`src/rtl/spi_pkg.sv`:
```
// Shared definitions for the SPI receive word assembler.
// Contents:
//   spi_rx_state_t  - FSM state encoding (IDLE, SHIFT)
//   BITS_PER_BYTE   - serial bits per byte
//   WORD_BYTES_MIN  - smallest supported word, in bytes
//   WORD_BYTES_MAX  - largest supported word, in bytes
package spi_pkg;

  typedef enum logic {
    IDLE  = 1'b0,
    SHIFT = 1'b1
  } spi_rx_state_t;

  localparam int BITS_PER_BYTE  = 8;
  localparam int WORD_BYTES_MIN = 2;
  localparam int WORD_BYTES_MAX = 8;

endpackage

```
`src/rtl/spi_rx_assembler_if.sv`:
```
// Bundle of serial-side, handshake and status signals for spi_rx_assembler.
// Parameter: WORD_BYTES - bytes per assembled word.
// Signals:
//   cs_n, sample_en, mosi - synchronised frame select, bit strobe, serial bit
//   rx_ready, ovf_clr     - downstream accept, overflow clear
//   rx_word, rx_valid     - assembled word and its valid flag
//   overflow, frame_err   - sticky drop flag, one-cycle short-frame pulse
//   busy, bit_idx, byte_idx - FSM in SHIFT, current bit/byte position
// Modports: master drives the serial side and handshake; slave is the assembler.
interface spi_rx_assembler_if
  import spi_pkg::*;
#(
  parameter int WORD_BYTES = 4
);

  localparam int WORD_W     = BITS_PER_BYTE * WORD_BYTES;
  localparam int BYTE_IDX_W = $clog2(WORD_BYTES);

  logic                  cs_n;
  logic                  sample_en;
  logic                  mosi;
  logic                  rx_ready;
  logic                  ovf_clr;
  logic [WORD_W-1:0]     rx_word;
  logic                  rx_valid;
  logic                  overflow;
  logic                  frame_err;
  logic                  busy;
  logic [2:0]            bit_idx;
  logic [BYTE_IDX_W-1:0] byte_idx;

  modport master (
    output cs_n, sample_en, mosi, rx_ready, ovf_clr,
    input  rx_word, rx_valid, overflow, frame_err, busy, bit_idx, byte_idx
  );

  modport slave (
    input  cs_n, sample_en, mosi, rx_ready, ovf_clr,
    output rx_word, rx_valid, overflow, frame_err, busy, bit_idx, byte_idx
  );

endinterface

```
`src/rtl/spi_rx_pos_counter.sv`:
```
// Bit/byte position counter for the SPI receive assembler.
// Ports:
//   clk, rst   - clock, synchronous active-high reset
//   clr        - synchronous clear of both positions
//   en         - advance by one bit
//   bit_idx    - bit position within the current byte
//   byte_idx   - byte position within the current word
//   word_wrap  - combinational: this enabled bit completes the word
module spi_rx_pos_counter
  import spi_pkg::*;
#(
  parameter  int WORD_BYTES = 4,
  localparam int BYTE_IDX_W = $clog2(WORD_BYTES)
) (
  input  logic                  clk,
  input  logic                  rst,
  input  logic                  clr,
  input  logic                  en,
  output logic [2:0]            bit_idx,
  output logic [BYTE_IDX_W-1:0] byte_idx,
  output logic                  word_wrap
);

  localparam logic [2:0]            LAST_BIT  = 3'(BITS_PER_BYTE - 1);
  localparam logic [BYTE_IDX_W-1:0] LAST_BYTE = BYTE_IDX_W'(WORD_BYTES - 1);

  assign word_wrap = en && (bit_idx == LAST_BIT) && (byte_idx == LAST_BYTE);

  always_ff @(posedge clk) begin
    if (rst || clr) begin
      bit_idx  <= '0;
      byte_idx <= '0;
    end else if (en) begin
      if (bit_idx == LAST_BIT) begin
        bit_idx  <= '0;
        // Explicit wrap: WORD_BYTES need not be a power of two.
        byte_idx <= (byte_idx == LAST_BYTE) ? '0 : byte_idx + 1'b1;
      end else begin
        bit_idx <= bit_idx + 1'b1;
      end
    end
  end

endmodule

```
`src/rtl/spi_rx_assembler.sv`:
```
// SPI receive word assembler: collects serial bits strobed by sample_en while
// cs_n is low into WORD_BYTES-byte words (byte 0 in the top byte) and hands
// each completed word to a valid/ready consumer through a one-word buffer.
// Ports:
//   clk, rst - clock, synchronous active-high reset
//   bus      - spi_rx_assembler_if.slave (serial inputs, handshake, status)
// Build option: define SPI_RX_LSB_FIRST_EN to receive each byte LSB-first;
// by default each byte arrives MSB-first.
module spi_rx_assembler
  import spi_pkg::*;
#(
  parameter int WORD_BYTES = 4
) (
  input logic                clk,
  input logic                rst,
  spi_rx_assembler_if.slave  bus
);

  localparam int WORD_W     = BITS_PER_BYTE * WORD_BYTES;
  localparam int IDX_W      = $clog2(WORD_W);
  localparam int BYTE_IDX_W = $clog2(WORD_BYTES);

  spi_rx_state_t         state_q, state_d;
  logic                  capture;
  logic                  word_done;
  logic                  busy_c;
  logic                  ferr_set;
  logic [2:0]            bit_idx;
  logic [BYTE_IDX_W-1:0] byte_idx;
  logic [IDX_W-1:0]      wr_idx;
  logic [WORD_W-1:0]     partial_q;
  logic [WORD_W-1:0]     assembled;
  logic [WORD_W-1:0]     rx_word_q;
  logic                  rx_valid_q;
  logic                  overflow_q;
  logic                  frame_err_q;

  // A strobe counts whenever cs_n is low, including the IDLE->SHIFT cycle.
  assign capture = bus.sample_en && !bus.cs_n;

  spi_rx_pos_counter #(
    .WORD_BYTES (WORD_BYTES)
  ) u_pos (
    .clk       (clk),
    .rst       (rst),
    .clr       (bus.cs_n),
    .en        (capture),
    .bit_idx   (bit_idx),
    .byte_idx  (byte_idx),
    .word_wrap (word_done)
  );

  always_ff @(posedge clk) begin
    if (rst) state_q <= IDLE;
    else     state_q <= state_d;
  end

  always_comb begin
    state_d = state_q;
    case (state_q)
      IDLE:    if (!bus.cs_n) state_d = SHIFT;
      SHIFT:   if (bus.cs_n)  state_d = IDLE;
      default: state_d = IDLE;
    endcase
  end

  always_comb begin
    busy_c   = (state_q == SHIFT);
    ferr_set = busy_c && bus.cs_n && ((bit_idx != 3'd0) || (byte_idx != '0));
  end

  // Target bit of the incoming sample: byte 0 occupies the top byte.
`ifdef SPI_RX_LSB_FIRST_EN
  assign wr_idx = IDX_W'((WORD_BYTES - 1 - int'(byte_idx)) * BITS_PER_BYTE
                         + int'(bit_idx));
`else
  assign wr_idx = IDX_W'((WORD_BYTES - 1 - int'(byte_idx)) * BITS_PER_BYTE
                         + (BITS_PER_BYTE - 1 - int'(bit_idx)));
`endif

  // Word including the bit being captured this cycle, so a completed word can
  // be buffered in the same edge as its final sample.
  always_comb begin
    assembled         = partial_q;
    assembled[wr_idx] = bus.mosi;
  end

  always_ff @(posedge clk) begin
    if (rst || bus.cs_n)     partial_q <= '0;
    else if (word_done)      partial_q <= '0;
    else if (capture)        partial_q <= assembled;
  end

  // One-word output buffer; a completed word is accepted when the buffer is
  // empty or being drained in the same cycle, otherwise it is dropped.
  always_ff @(posedge clk) begin
    if (rst) begin
      rx_word_q   <= '0;
      rx_valid_q  <= 1'b0;
      overflow_q  <= 1'b0;
      frame_err_q <= 1'b0;
    end else begin
      if (word_done && (!rx_valid_q || bus.rx_ready)) begin
        rx_word_q  <= assembled;
        rx_valid_q <= 1'b1;
      end else if (rx_valid_q && bus.rx_ready) begin
        rx_valid_q <= 1'b0;
      end

      if (word_done && rx_valid_q && !bus.rx_ready) overflow_q <= 1'b1;
      else if (bus.ovf_clr)                         overflow_q <= 1'b0;

      frame_err_q <= ferr_set;
    end
  end

  assign bus.rx_word   = rx_word_q;
  assign bus.rx_valid  = rx_valid_q;
  assign bus.overflow  = overflow_q;
  assign bus.frame_err = frame_err_q;
  assign bus.busy      = busy_c;
  assign bus.bit_idx   = bit_idx;
  assign bus.byte_idx  = byte_idx;

endmodule

```
`src/flat_wrapper.sv`:
```
// flat-port wrapper written by rule: the top's interface ports become plain ports
module spi_rx_assembler_flat import spi_pkg::*;
#(
  parameter int WORD_BYTES = 4
)
  (clk, rst, bus_cs_n, bus_sample_en, bus_mosi, bus_rx_ready, bus_ovf_clr, bus_rx_word, bus_rx_valid, bus_overflow, bus_frame_err, bus_busy, bus_bit_idx, bus_byte_idx);
  spi_rx_assembler_if #(.WORD_BYTES(WORD_BYTES)) bus_i ();
  input logic clk;
  input logic rst;
  input wire logic [$bits(bus_i.cs_n)-1:0] bus_cs_n;
  input wire logic [$bits(bus_i.sample_en)-1:0] bus_sample_en;
  input wire logic [$bits(bus_i.mosi)-1:0] bus_mosi;
  input wire logic [$bits(bus_i.rx_ready)-1:0] bus_rx_ready;
  input wire logic [$bits(bus_i.ovf_clr)-1:0] bus_ovf_clr;
  output wire logic [$bits(bus_i.rx_word)-1:0] bus_rx_word;
  output wire logic [$bits(bus_i.rx_valid)-1:0] bus_rx_valid;
  output wire logic [$bits(bus_i.overflow)-1:0] bus_overflow;
  output wire logic [$bits(bus_i.frame_err)-1:0] bus_frame_err;
  output wire logic [$bits(bus_i.busy)-1:0] bus_busy;
  output wire logic [$bits(bus_i.bit_idx)-1:0] bus_bit_idx;
  output wire logic [$bits(bus_i.byte_idx)-1:0] bus_byte_idx;
  assign bus_i.cs_n = bus_cs_n;
  assign bus_i.sample_en = bus_sample_en;
  assign bus_i.mosi = bus_mosi;
  assign bus_i.rx_ready = bus_rx_ready;
  assign bus_i.ovf_clr = bus_ovf_clr;
  assign bus_rx_word = bus_i.rx_word;
  assign bus_rx_valid = bus_i.rx_valid;
  assign bus_overflow = bus_i.overflow;
  assign bus_frame_err = bus_i.frame_err;
  assign bus_busy = bus_i.busy;
  assign bus_bit_idx = bus_i.bit_idx;
  assign bus_byte_idx = bus_i.byte_idx;
  spi_rx_assembler #(.WORD_BYTES(WORD_BYTES)) u_core (.clk(clk), .rst(rst), .bus(bus_i));
endmodule
```
`config.mk`:
```
export PLATFORM = sky130hd
export DESIGN_NAME = spi_rx_assembler_flat
export DESIGN_NICKNAME = d
export VERILOG_FILES = /design/src/rtl/spi_pkg.sv /design/src/rtl/spi_rx_assembler_if.sv /design/src/rtl/spi_rx_pos_counter.sv /design/src/rtl/spi_rx_assembler.sv /design/src/flat_wrapper.sv
export SDC_FILE = /design/constraint.sdc
export NUM_CORES = 1
export LEC_CHECK = 0
export BUFFER_PORTS_ARGS = -buffer_cell sky130_fd_sc_hd__buf_2
export CAP_MARGIN = 20
export CELL_PAD_IN_SITES_DETAIL_PLACEMENT = 1
export CELL_PAD_IN_SITES_GLOBAL_PLACEMENT = 1
export CORE_MARGIN = 2
export CORE_UTILIZATION = 44
export CTS_CLUSTER_SIZE = 8
export DETAILED_ROUTE_END_ITERATION = 8
export GPL_TIMING_DRIVEN = 0
export PLACE_DENSITY = 0.77
export SETUP_SLACK_MARGIN = 0.3
export SYNTH_ARGS = -nofsm -noshare
export SYNTH_HDL_FRONTEND = slang
export SYNTH_SLANG_ARGS = --single-unit
```
`constraint.sdc`:
```
create_clock -name clk -period 2.48 [get_ports clk]
set_clock_uncertainty 0.2 [all_clocks]
set_input_delay 0.496 -clock clk [delete_from_list [all_inputs] [get_ports clk]]
set_output_delay 0.496 -clock clk [all_outputs]
set_load 0.03 [all_outputs]
```
==> results of run 1 <==
logic make-up (layout without fill, tap and decap cells):
| group | after synthesis | after routing | share of synthesized area, % |
|---|---|---|---|
| AO/OA/AOI/OAI | 141 | 141 | 26.0 |
| adder cells (fa/ha/maj) | 9 | 9 | 3.04 |
| buffers and inverters | 61 | 121 | 7.84 |
| flip-flops | 73 | 73 | 39.5 |
| multiplexers | 25 | 25 | 6.76 |
| AND/OR/NAND/NOR | 108 | 108 | 16.9 |
metal layers:
layer | track usage, % | up-vias | share of wire, %
li1 | - | 1628 | -
met1 | 32.8 | 1667 | 42
met2 | 45.9 | 89 | 51
met3 | 3.99 | 18 | 5.3
met4 | 10.8 | 0 | 1.7
met5 | 0 | - | 0
cells in the mapped netlist (all sizes together):
master   number
dfxtp        73
a21oi        67
nand3        47
o21ai        41
mux2i        25
clkbuf       24
buf          23
a211oi       22
inv          14
nand4        13
a311oi       10
ha            9
nand3b        9
nand2         7
nor2          7
nand2b        6
nor2b         6
and3b         4
and4b         2
a31o          1
and2          1
and4bb        1
nand4b        1
nand4bb       1
nor3          1
or2           1
or3           1
metrics by stage:
step | setup slack, ns | total power, mW | cells | hold slack, ns
2_1_floorplan | 0.404 | 1.28 | 417 | 0.250
3_3_place_gp | 0.230 | 1.31 | 566 | 0.227
3_5_place_dp | 0.158 | 1.32 | 566 | 0.255
4_1_cts | 0.316 | 2.43 | 582 | 0.240
5_1_grt | 0.305 | 2.49 | 582 | 0.257
6_report | 0.336 | 2.42 | 582 | 0.238
final timing paths:
check                                                    endpoint  cells after the start                                   from  slack, ns
worst max-delay path            u_core.partial_q[17]$_SDFFE_PP0N_                      5  u_core.u_pos.byte_idx[0]$_SDFFE_PP0P_       0.34
worst min-delay path             u_core.bus.overflow$_SDFFE_PP0P_                      4                            bus_ovf_clr       0.24
worst max register to register  u_core.partial_q[17]$_SDFFE_PP0N_                      5  u_core.u_pos.byte_idx[0]$_SDFFE_PP0P_       0.34
worst min register to register    u_core.bus.frame_err$_SDFF_PP0_                      2             u_core.bus.busy$_SDFF_PP0_       0.26
state kept, by name, indices dropped and copies added (netlist names):
register,count
u_core.u_pos.bit_idx,3
u_core.partial_q,32
u_core.bus.frame_err,1
u_core.bus.busy,1
u_core.bus.rx_valid,1
u_core.bus.rx_word,32
u_core.bus.overflow,1
u_core.u_pos.byte_idx,2
timing repair:
item,in CTS,in global routing
gates resized for setup,5,8
pin swaps,0,0
endpoints found under the setup margin,39,38
buffers inserted,0,0
cloned,0,0
power groups by stage:
stage               Combinational, mW  Clock (mW)  Sequential [mW]
floorplan                      0.0720           0             1.21
global placement                0.112           0             1.20
detailed placement              0.115           0             1.20
CTS                             0.116        1.14             1.18
global route                    0.125        1.19             1.18
finish                          0.117        1.13             1.18
tightest hold or removal path: cells and delay by family:
kind	cells	cell delay, ns
compound gates	1	0.10
simple gates	2	0.08
buf+inv	1	0.07
layout make-up:
type / instances / area share (%)
multi-input cells: 283 / 45.5
flip-flops and latches: 73 / 34.0
plain buffers: 47 / 5.71
repair buffers: 44 / 5.10
clock buffers: 11 / 3.04
well taps: 105 / 3.04
clock inverters: 5 / 2.41
inverters: 14 / 1.22
==> flow_summary_export.csv, run 1 <==
group,metric,value,unit
grt,grt_pass1_vias,3448,
logic_synthesis,syn_nets,433,
pwr,ir_drop,0.313,mV
clock_tree,cts-hold-fix-buffers,0,
worst_setup_path,slowest_stage,"dfxtp_1",
logic_synthesis,synthTopCellsByArea,"dfxtp_1 (39%), a21oi_1 (9.1%), a211oi_2 (7.4%), mux2i_1 (6.8%), nand3_1 (6.4%)",
worst_setup_path,critPathTopFamily,"compound AO/OA/AOI/OAI gates",
worst_setup_path,worst_ep_required_time,2.52,ns
route,wl,11.5,mm
finish,drive_gt1_share,25.2,%
floorplanning,core_area,8180,um2
floorplanning,start_util,45.3,%
clock_tree,cts_buffer_depth,2,
logic_synthesis,yosysWarnings,0,
worst_setup_path,cp_data_arrival_time,2.18,ns
placed_design,io_buffers,44,
sta,fmax,466,MHz
finish,syn2layout_area_growth,16.6,%
worst_setup_path,worstSetupPathType,"register to register",
route,drt_iter0_markers,172,
clock_tree,htreeDepth,3,
route,vias,3402,
grt,grt-ovfl-total,0,
finish,register_area,1470,um2
clock_tree,cts.reportedPaths.clkPinSlew,0.08,ns
sta,period_minus_slack,2.14,ns
pwr,pwr-share-seq,48.6,%
finish,final_area,4320,um2
logic_synthesis,syn_avg_cell_area,8.88,um2
worst_setup_path,worstPathMaxFanout,10,
finish,antenna_cells,0,
placed_design,post-dp-hpwl,8.07,mm
pwr,p_comb_share,4.8,%
logic_synthesis,synth_cell_types,31,
logic_synthesis,synth_top_area_share,39.5,%
run_status,status,"complete, no violations",
logic_synthesis,ys_ff_latch,73,
pwr,clockPowerShare,46.6,%
floorplanning,fp.dieH,95.7,um
clock_tree,clockRootBuffer,"clkbuf_8",
grt,grt.total_usage,26.5,%
clock_tree,numCtsBuffers,9,
finish,fillers,990,
logic_synthesis,syn_area,3700,um2
floorplanning,boundaryPins,48,
sta,worst_pin_slew,0.747,ns
worst_hold_path,hp-class,"input port to register",
placed_design,place_area,4060,um2
worst_setup_path,critical_path.max_stage_delay,0.43,ns
route,ant_nets,0,
sta,fin_crit_sh,86.5,%
floorplanning,fp.dieW,95.7,um
clock_tree,insertion_delay,0.36,ns
sta,slew_violations,0,
logic_synthesis,syn_inst,417,
floorplanning,fp-row-count,33,
logic_synthesis,synth.largest_area_cell,"dfxtp_1",
sta,hold_viol,0,
worst_setup_path,path_buf_inv,1,
sta,tns,0,ns
floorplanning,dieArea,9160,um2
clock_tree,clock_sinks,73,
job,drv_cap,0,
sta,slew_headroom,50.2,%
grt,grt_pass1_wl,18.1,mm
pwr,power.share.switching,22.7,%
route,firstDrtPassIters,4,
finish,utilization,52.8,%
finish,multi_input_area,1970,um2
pwr,leakage,1.64,nW
grt,grt_max_degree,13,
route,drc,0,
clock_tree,tritoncts,"done",
logic_synthesis,yosysSeqAreaShare,39.5,%
sta,setup_violations,0,
grt,antenna_found_initial,0,
placed_design,globalplace.congestion,0.841,
route,wl_per_cell,19.7,um
worst_setup_path,worstSetupStartpointType,"register",
finish,final_common_cell,"dfxtp_1",
finish,final_cell_mix,"dfxtp_1 (71), a21oi_1 (67), buf_2 (56)",
pwr,power_per_cell_area,560,nW/um2
pwr,netSwitchingPower,0.549,mW
worst_setup_path,crit_chain,"ha_1 > clkbuf_2 > nand3b_1 > o21ai_0 > a21oi_1",
route,vias_per_cell,5.85,
worst_setup_path,cp-end-kind,"register",
pwr,p_int,1.87,mW
sta,rsz0062_at_grt,"no",
finish,final_nets,488,
Power figures use the tool's default switching activity.
==> run 2: changes to the inputs <==
- ABC_AREA: not set -> 1
- CORE_UTILIZATION: 44 -> 40
- HOLD_SLACK_MARGIN: not set -> 0.02
- PLACE_DENSITY: 0.77 -> 0.76
==> run 2 against run 1 <==
Net effect:
- highest routed layer unchanged
- critical path depth increased by 5
- combinational power increased by 75%
- global-route usage decreased by 1.8 points
- core utilization decreased by 4.8 points
==> flow_summary_export.csv, run 2 <==
group,metric,value,unit
run_status,status,"complete, no violations",
grt,grt_pass1_wl,19.8,mm
worst_setup_path,reg2reg_from,"u_core.u_pos.bit_idx[0]$_SDFFE_PP0N_",
worst_setup_path,worstSetupStartpointType,"register",
logic_synthesis,synth_cell_types,20,
worst_hold_path,hp-class,"input port to register",
sta,hold_viol,0,
worst_setup_path,crit_chain,"ha_1 > ha_1 > nand2_1 > inv_2 > nand2_4 > nand2_2 > buf_4 > nor2_1 > nand2_1 > inv_1",
clock_tree,htreeDepth,3,
placed_design,placed_cells,795,
worst_setup_path,critPathLaunch,"u_core.u_pos.bit_idx[0]$_SDFFE_PP0N_",
logic_synthesis,synth-main-ff-cell,"dfxtp_1",
clock_tree,cts_buffer_depth,2,
job,drv_cap,0,
grt,antenna_found_initial,0,
route,wl,12.2,mm
finish,drive_gt1_share,15.2,%
floorplanning,core_area,9330,um2
logic_synthesis,yosysWarnings,0,
clock_tree,numCtsBuffers,9,
finish,final_area,4480,um2
worst_setup_path,worstPathMaxFanout,10,
floorplanning,fp-row-count,35,
placed_design,globalplace.congestion,0.816,
clock_tree,cts_setup_buffers,0,
sta,setup_violations,0,
floorplanning,dieArea,10500,um2
clock_tree,tritoncts,"done",
route,drt_iter0_markers,249,
worst_setup_path,timing.reg2reg.setup_slack,0.43,ns
sta,worst_pin_slew,0.492,ns
finish,stdcell_count,811,
sta,slew_violations,0,
logic_synthesis,yosysSeqAreaShare,37.7,%
route,ant_nets,0,
placed_design,post-dp-hpwl,8.79,mm
worst_setup_path,r2r_cells,10,
logic_synthesis,syn_inst,619,
logic_synthesis,ys_top_cells_by_count,"nand2_1 (167), nor2_1 (134), inv_1 (77)",
pwr,ir_drop,0.268,mV
grt,grt.total_usage,24.7,%
logic_synthesis,async_flop_share,0,%
logic_synthesis,synthTopCellsByArea,"dfxtp_1 (38%), nand2_1 (16%), nor2_1 (13%), nand3_1 (8.5%), inv_1 (7.5%)",
route,vias_per_cell,4.94,
sta,worst_hold_slack,0.172,ns
logic_synthesis,syn_area,3870,um2
placed_design,place_area,4270,um2
worst_setup_path,r2r-end,"u_core.partial_q[13]$_SDFFE_PP0N_",
pwr,leakage,2.46,nW
finish,final_cell_mix,"nand2_1 (167), nor2_1 (134), inv_1 (76)",
grt,grt_pass1_vias,4112,
logic_synthesis,yosysMostFrequentCell,"nand2_1",
clock_tree,clock_sinks,73,
worst_setup_path,cp-end-kind,"register",
floorplanning,start_util,41.5,%
finish,antenna_cells,0,
finish,syn2layout_area_growth,15.7,%
sta,slew_headroom,67.2,%
sta,tns,0,ns
worst_hold_path,min_to,"u_core.bus.overflow$_SDFFE_PP0P_",
logic_synthesis,synth.largest_area_cell,"dfxtp_1",
floorplanning,boundaryPins,48,
clock_tree,clockRootBuffer,"clkbuf_8",
worst_setup_path,cp_data_arrival_time,2.09,ns
logic_synthesis,ys_ff_latch,73,
route,vias,4005,
sta,period_minus_slack,2.05,ns
worst_hold_path,min-delay-start,"rst",
placed_design,io_buffers,47,
logic_synthesis,synth_top_area_share,37.7,%
pwr,power_per_cell_area,528,nW/um2
clock_tree,postCtsResizedCells,0,
clock_tree,cts.reportedPaths.clkPinSlew,0.08,ns
worst_setup_path,slowest_stage,"dfxtp_1",
logic_synthesis,syn_avg_cell_area,6.26,um2
worst_setup_path,worst_ep_required_time,2.52,ns
worst_setup_path,critical_path.max_stage_delay,0.42,ns
logic_synthesis,syn_nets,635,
route,wl_per_cell,15.0,um
sta,rsz0062_at_grt,"no",
sta,fmax,487,MHz
worst_setup_path,worstSetupPathType,"register to register",
grt,grt-ovfl-total,0,
route,drc,0,
worst_hold_path,min_path_cells,2,
grt,grt_max_degree,12,
logic_synthesis,synth_edf_count,0,
finish,final_common_cell,"nand2_1",
clock_tree,insertion_delay,0.34,ns
sta,fin_crit_sh,82.7,%
floorplanning,fp.dieH,102,um
route,firstDrtPassIters,5,
clock_tree,cts-hold-fix-buffers,0,
finish,final_nets,694,
finish,utilization,48.0,%
floorplanning,fp.dieW,102,um
[run 2: cells by family (layout without fill, tap and decap cells)]
group,count (synthesis),count (layout),share of synthesized area (%)
AOI/OAI and AO/OA,9,9,1.23
adders and majority gates,9,9,2.91
buffers and inverters,123,185,13.5
DFF,73,73,37.7
and+or+nand+nor,405,406,44.6
[run 2: report_power, final]
part / leakage (nW) / internal [mW] / switching, mW / total [mW]
Sequential: 0.591 / 1.19 / 0.0105 / 1.20
Clock: 0.102 / 0.512 / 0.450 / 0.962
Combinational: 1.77 / 0.0585 / 0.146 / 0.205
Total: 2.46 / 1.76 / 0.607 / 2.37
[run 2: worst max path at each step]
stage,cells after the start,slack (ns),end
2_1_floorplan,10,0.58,u_core.partial_q[28]$_SDFFE_PP0N_
5_1_grt,10,0.31,u_core.partial_q[30]$_SDFFE_PP0N_
6_report,10,0.43,u_core.partial_q[13]$_SDFFE_PP0N_
3_3_place_gp,8,0.48,u_core.bus.rx_word[1]$_SDFFE_PP0P_
4_1_cts,8,0.37,u_core.bus.rx_word[3]$_SDFFE_PP0P_
3_5_place_dp,8,0.40,u_core.bus.rx_word[3]$_SDFFE_PP0P_
[run 2: final cells by class]
| type | count | area [um2] |
|---|---|---|
| sequential | 73 | 1460 |
| multi-input combinational | 424 | 1900 |
| inverter | 78 | 293 |
| timing repair buffer | 47 | 235 |
| buffer | 45 | 235 |
| tap | 129 | 161 |
| clock inverter | 3 | 40.0 |
| fill | 1317 | 4850 |
| clock buffer | 12 | 155 |
[run 2: critical path, delay by kind of cell, from the launching register on]
kind / cells / cell delay [ns]
adders and majority gates: 2 / 0.39
buffers and inverters: 3 / 0.42
DFF: 1 / 0.42
and+or+nand+nor: 5 / 0.52
[run 2: routing by layer]
layer | routed length (um) | GRT usage (%) | share of wire, % | up-vias
li1 | - | - | - | 2020
met4 | 108 | 5.74 | 0.89 | 0
met3 | 530 | 4.04 | 4.4 | 8
met2 | 5900 | 42.2 | 48 | 84
met5 | 0 | 0 | 0 | -
met1 | 5640 | 32.6 | 46 | 1893
[run 2: stage by stage]
step / power [mW] / setup slack (ns)
6_report: 2.37 / 0.428
5_1_grt: 2.47 / 0.310
4_1_cts: 2.38 / 0.366
3_5_place_dp: 1.43 / 0.403
3_3_place_gp: 1.42 / 0.480
2_1_floorplan: 1.36 / 0.582
